### src/rtl/if_fetch_buffer.sv
// Instruction-fetch buffer: issues PCs to a synchronous instruction memory, captures
// each returned word with its PC in a small FIFO, and presents the head to decode.
// Issue is credit-based: a request goes out only when buffered plus in-flight entries
// leave room, so the FIFO can never overflow.
module if_fetch_buffer #(
    parameter int unsigned PC_WIDTH   = 12,
    parameter int unsigned INST_WIDTH = 32,
    parameter int unsigned DEPTH      = 4
) (
    input  logic                  clk,
    input  logic                  rst,
    input  logic [PC_WIDTH-1:0]   pc_in,
    input  logic                  flush,
    output logic                  hold_out,
    output logic                  imem_req,
    output logic [PC_WIDTH-1:0]   imem_addr,
    input  logic [INST_WIDTH-1:0] imem_rdata,
    output logic                  inst_valid,
    input  logic                  inst_ready,
    output logic [INST_WIDTH-1:0] inst_out,
    output logic [PC_WIDTH-1:0]   inst_pc_out
);

    localparam int unsigned AW = $clog2(DEPTH);
    localparam logic [AW:0]   DepthCnt = (AW + 1)'(DEPTH);
    localparam logic [AW+1:0] DepthOcc = (AW + 2)'(DEPTH);

    logic [AW:0]           count_q, count_d;
    logic [AW-1:0]         wr_ptr_q, wr_ptr_d;
    logic [AW-1:0]         rd_ptr_q, rd_ptr_d;
    logic                  inflight_q;
    logic [PC_WIDTH-1:0]   req_pc_q;
    logic [INST_WIDTH-1:0] inst_mem_q [DEPTH];
    logic [PC_WIDTH-1:0]   pc_mem_q   [DEPTH];

    logic [AW+1:0] occ;
    logic          kill;
    logic          issue;
    logic          push;
    logic          pop;

    // Issue credit, PC-generator handshake and FIFO push/pop qualification.
    // Reset behaves as a flush that additionally holds the PC generator.
    always_comb begin
        kill       = rst | flush;
        occ        = {1'b0, count_q} + {{(AW + 1){1'b0}}, inflight_q};
        // The current cycle's pop deliberately does not count as free space.
        issue      = !kill && (occ < DepthOcc);
        imem_req   = issue;
        imem_addr  = pc_in;
        hold_out   = rst | (!issue & !flush);
        inst_valid = (count_q != '0);
        push       = inflight_q & !kill;
        pop        = inst_valid & inst_ready & !kill;
    end

    // Next-state for occupancy and pointers; flush/reset empties the FIFO at once.
    always_comb begin
        count_d  = count_q;
        wr_ptr_d = wr_ptr_q;
        rd_ptr_d = rd_ptr_q;
        if (kill) begin
            count_d  = '0;
            wr_ptr_d = '0;
            rd_ptr_d = '0;
        end else begin
            if (push) begin
                wr_ptr_d = wr_ptr_q + 1'b1;
            end
            if (pop) begin
                rd_ptr_d = rd_ptr_q + 1'b1;
            end
            unique case ({push, pop})
                2'b10:   count_d = count_q + 1'b1;
                2'b01:   count_d = count_q - 1'b1;
                default: count_d = count_q;
            endcase
        end
    end

    // State registers and FIFO storage; storage is cleared on reset so the head reads 0.
    always_ff @(posedge clk) begin
        if (rst) begin
            count_q    <= '0;
            wr_ptr_q   <= '0;
            rd_ptr_q   <= '0;
            inflight_q <= 1'b0;
            req_pc_q   <= '0;
            for (int unsigned i = 0; i < DEPTH; i++) begin
                inst_mem_q[i] <= '0;
                pc_mem_q[i]   <= '0;
            end
        end else begin
            count_q    <= count_d;
            wr_ptr_q   <= wr_ptr_d;
            rd_ptr_q   <= rd_ptr_d;
            // issue is already 0 on flush, which drops the next cycle's response.
            inflight_q <= issue;
            if (issue) begin
                req_pc_q <= pc_in;
            end
            if (push) begin
                inst_mem_q[wr_ptr_q] <= imem_rdata;
                pc_mem_q[wr_ptr_q]   <= req_pc_q;
            end
        end
    end

    // Credit rule guarantees a full FIFO never sees a response arrive.
    always_ff @(posedge clk) begin
        if (!rst) begin
            assert (!(push && (count_q == DepthCnt)));
        end
    end

    // Head entry is read straight from storage.
    always_comb begin
        inst_out    = inst_mem_q[rd_ptr_q];
        inst_pc_out = pc_mem_q[rd_ptr_q];
    end

endmodule
### config.mk
export PLATFORM = sky130hd
export DESIGN_NAME = if_fetch_buffer
export DESIGN_NICKNAME = d
export VERILOG_FILES = /design/src/rtl/if_fetch_buffer.sv
export SDC_FILE = /design/constraint.sdc
export NUM_CORES = 1
export LEC_CHECK = 0
export ABC_AREA = 0
export BUFFER_PORTS_ARGS = -buffer_cell sky130_fd_sc_hd__buf_2
export CAP_MARGIN = 20
export CORE_ASPECT_RATIO = 1.5
export CORE_MARGIN = 1.5
export CORE_UTILIZATION = 50
export DETAILED_ROUTE_END_ITERATION = 12
export HOLD_SLACK_MARGIN = 0.02
export PLACE_DENSITY = 0.7
export SETUP_SLACK_MARGIN = 0.15
export SLEW_MARGIN = 10
export SYNTH_ARGS = -nofsm -noshare
export SYNTH_HDL_FRONTEND = slang
export SYNTH_SLANG_ARGS = --single-unit
### constraint.sdc
create_clock -name clk -period 3.6 [get_ports clk]
set_input_delay 0.36 -clock clk [delete_from_list [all_inputs] [get_ports clk]]
set_output_delay 0.36 -clock clk [all_outputs]
set_load 0.01 [all_outputs]
**Yosys cells after proc, flatten, opt, wreduce, memory -nomap -nowiden**

Memory sizes are Yosys's and may differ from the RTL's. A register that Yosys moved wholly into a read port is not among the register bits.
Cells that the tools add are included.

- Register bits after elaboration: 20
- RAM bits: 176
- Bits of input ports: 48
- Output and inout bits: 59
- Logic and storage cells: 46
- Memories kept: 2

- $add $sub $neg: 5
- $lt $le $gt $ge: 1
- Eq/ne operators: 2
- Muxes and demuxes: 16
- Bitwise logic cells: 6
- Reductions and logical operators: 9

Memory list:

| name | words | bits a word | rd ports | clocked after Yosys merged registers in | write ports | RTL line | source |
|---|---|---|---|---|---|---|---|
| inst_mem_q | 4 | 32 | 1 | 1 | 4 | 33 | `logic [INST_WIDTH-1:0] inst_mem_q [DEPTH];` |
| pc_mem_q | 4 | 12 | 1 | 1 | 4 | 34 | `logic [PC_WIDTH-1:0] pc_mem_q [DEPTH];` |

Operators by type and width:

| cell | count |
|---|---|
| two-way mux 32 bit | 1 |
| OR reduction 32 bit | 1 |
| two-way mux 12 bit | 1 |
| two-way mux 2 bit | 6 |
| OR reduction 12 bit | 1 |
| two-way mux 1 bit | 7 |
| case mux 3 bit (2 select lines) | 1 |
| adder 2 x 1 -> 2 bit, second input constant | 2 |
| adder 3 x 1 -> 4 bit | 1 |
| bitwise AND 1 bit | 4 |
| less-than comparator 4 x 3 -> 1 bit, second input constant | 1 |
| adder 3 x 1 -> 3 bit, second input constant | 1 |
| zero test 1 bit | 3 |
| nonzero test 3 bit | 1 |
| subtractor 3 x 1 -> 3 bit, second input constant | 1 |
| == test 2 x 1 -> 1 bit, second input constant | 1 |
| == test 2 bit, second input constant | 1 |
| bitwise OR 1 bit | 2 |
| nonzero test 2 bit | 1 |
| OR reduction 2 bit | 1 |
| logical AND 1 bit | 1 |

**Depth between registers and ports, before layout**

- Word-level depth: 8
- Mapped depth: 10

**Worst setup path before layout**

OpenSTA, ideal clock, no wires.

- Path type: in2reg
- Start point: input port flush
- End point: memory inst_mem_q[3][0] (enable)
- Arrival: 2.880 ns
- Setup slack: 0.275 ns
- Stages on the path: 5
- Cell sequence: buf_6 -> nor3b_4 -> clkbuf_1 -> a21oi_1 -> nor2_1

RTL lines:

| what | RTL line | source |
|---|---|---|
| from (decl) | 13 | `input logic flush,` |
| to (decl) | 33 |  |

==> results.cfg <==
[finish]
syn_to_final_growth_pct = 14.0
multi_input_area_sq_um = 2590
fillers = 1303
seq_area_sq_um = 5730
finish.instance_area_sq_um = 9830
drive_gt1_share_pct = 31.4
nets = 686

[clock_tree]
numCtsBuffers = 17
cts_sinks = 198
worstSkewPairLatency_ns = 0.42
h-tree-depth = 4
clkSlewWorstSetupHoldPaths_ns = 0.07
postCtsHoldBufs = 0
postCtsSetupRepairBufs = 0
cts_buffer_depth = 2
cts_root_buffer = clkbuf_16
cts_resized = 0
cts_tree = done

[synth]
syn_nets = 595
synth.distinct_cells = 32
synth_area_sq_um = 8620
ys_seq_elements = 198
synth_cells = 545
synthTopCellsByArea = edfxtp_1 (61%), and2_1 (13%), mux4_2 (11%)
yosysTopAreaCellShare_pct = 61.3
synth_top_cell_by_area = edfxtp_1
syn_avg_cell_area_sq_um = 15.8
synth-edff-count = 176
synthFlopType = edfxtp_1
yosysWarnings = 0
async_reset_ff_share_pct = 0
ys_seq_area_share_pct = 66.4

[place]
gp_congestion = 0.754
dpl-instance-area_sq_um = 9250
portBuffers = 106
place_hpwl_um = 10100

[pwr]
ir_drop_uv = 319
total_power_w = 0.00465
p_leak_nw = 3.69
powerDensity_nw_per_um2 = 473

[worst_setup_path]
critPathArrivalTime_ns = 2.23
critPathMaxStageDelay_ns = 0.99
crit_chain = buf_4, mux4_2, buf_2
cp_slowest_cell = dfxtp_2
cp-end-kind = primary output
r2r_start = count_q[2]
crit_type = flip-flop to primary output
cp_max_fo = 33
start_kind = flip-flop
required_ns = 3.24

[route]
drc_errors = 0
via_count = 4678
vias_per_cell = 5.43
detail-route-antenna-nets = 0
drtIter0Drc = 219
wl_um = 16700
first_pass_iters = 4
wire_per_inst_um = 19.4

[floorplan]
die_area_sq_um = 18100
die_x_um = 110
core_sq_um = 16800
io_pins = 107
core.rowCount = 58
start_util_pct = 51.2
dieHeight_um = 164

[timing]
period_minus_slack_ns = 2.59
max_freq_mhz = 386
skew_ns = 0.00666
relSlewSlack_pct = 33.7
drv_slew = 0
fin_tns_setup_ns = 0
timing.final.crit_share_pct = 72.0
rsz0062_at_grt = no
final-hold-violation-count = 0
worstMarginPinSlew_ns = 0.995
finalSetupViolations = 0

[global_routing]
grt_pass1_wl_um = 25700
grt_max_degree = 47
antenna_found_initial = 2
grt-ovfl-total = 0
track_usage_pct = 19.5
grt_pass1_vias = 4945

[run_status]
status = finished clean

[run]
cap_violations = 0

[worst_hold_path]
hold_class = input pin to flip-flop
hold_start = pc_in[9]
==> per-layer routing <==
layer | global-route usage, % | vias up | routed length, um
met1 | 23.6 | 2363 | 6570
met4 | 6.93 | 0 | 261
met3 | 4.21 | 17 | 795
li1 | - | 2180 | -
met5 | 0 | - | 0
met2 | 34.2 | 118 | 9060
==> sequential cells by signal, indices dropped and copies added (netlist names), named ones only <==
register	count
count_q	3
wr_ptr_q	2
rd_ptr_q	2
inflight_q	1
req_pc_q	12
pc_mem_q	48
inst_mem_q	128
==> Yosys cell counts (all sizes together) (2+ instances only) <==
cell type and instances:
nor3b 3, xor2 2, nand2 2, mux4 44, o21ai 12, edfxtp 176, dfxtp 22, and2 176
or2 3, mux2i 3, or3 2, buf 26, and3 2, nor3 5, inv 4, nand3 13
clkbuf 21, nor2 6, a21oi 14
==> worst max-delay path, delay by kind of cell, from the launching register on <==
family                 cells  cell delay (ns)
multiplexers               1             0.33
flip-flops                 1             0.99
buffers and inverters      2             0.48
==> power breakdown <==
part / switching, W / internal [W] / total [W]
combinational: 0.000139 / 0.0000965 / 0.000236
sequential: 0.0000310 / 0.00259 / 0.00262
clock: 0.000878 / 0.000919 / 0.00180
total: 0.00105 / 0.00360 / 0.00465
==> cell families (layout without fill, tap and decap cells) <==
group                      count (synthesis)  in the layout  synth area share (%)
and+or+nand+nor                          213            213                  15.5
DFF                                      198            198                  66.4
buffers and inverters                     51            155                  3.60
muxes                                     47             47                  11.8
AOI/OAI and AO/OA                         31             31                  1.94
xor gates and xnor gates                   3              3                 0.305
adders and majority gates                  2              2                 0.377
other                                      0              3                     0
==> worst paths after layout <==
path / slack, ns / endpoint / cells after the start
setup / recovery: 1.01 / inst_pc_out[10] / 3
hold / removal: 0.19 / req_pc_q[9] / 3
setup reg to reg: 1.54 / count_q[1] / 8
hold reg to reg: 0.47 / flip-flop / 1
==> layout by cell type (no fill, tap or decap), drive strengths merged <==
master    count
mux2i         3
a21oi        14
buf         119
o21ai        12
nor3          5
and3          2
or3           2
or2           3
mux4         44
a21boi        1
clkbuf       17
diode         3
nand4         1
o211ai        1
o31ai         1
nor2          6
clkinv        6
and2        176
xnor2         1
xor2          2
edfxtp      176
nand2         2
nor3b         3
o21bai        1
o21a          1
inv          11
dfxtp        22
clkinvlp      2
fa            1
nand3        13
ha            1
==> cell type report <==
class | count | share of cell area [%]
well taps | 210 | 2.67
multi-input cells | 296 | 26.4
clock inverters | 15 | 1.44
clock buffers | 17 | 4.33
flip-flops and latches | 198 | 58.3
repair buffers | 119 | 6.62
inverters | 4 | 0.153
diodes | 3 | 0.0764
==> stage by stage <==
stage	hold WS, ns	util [%]	worst slack [ns]	cells
final	0.195	58.4	1.01	862
after global routing	0.203	58.3	0.885	860
after global placement	0.455	54.9	1.27	826
after detailed placement	0.452	54.9	1.19	826
after CTS	0.181	58.3	0.954	858
after floorplan	0.427	-	0.275	545
Note: power is estimated with default switching activity, not from simulation.
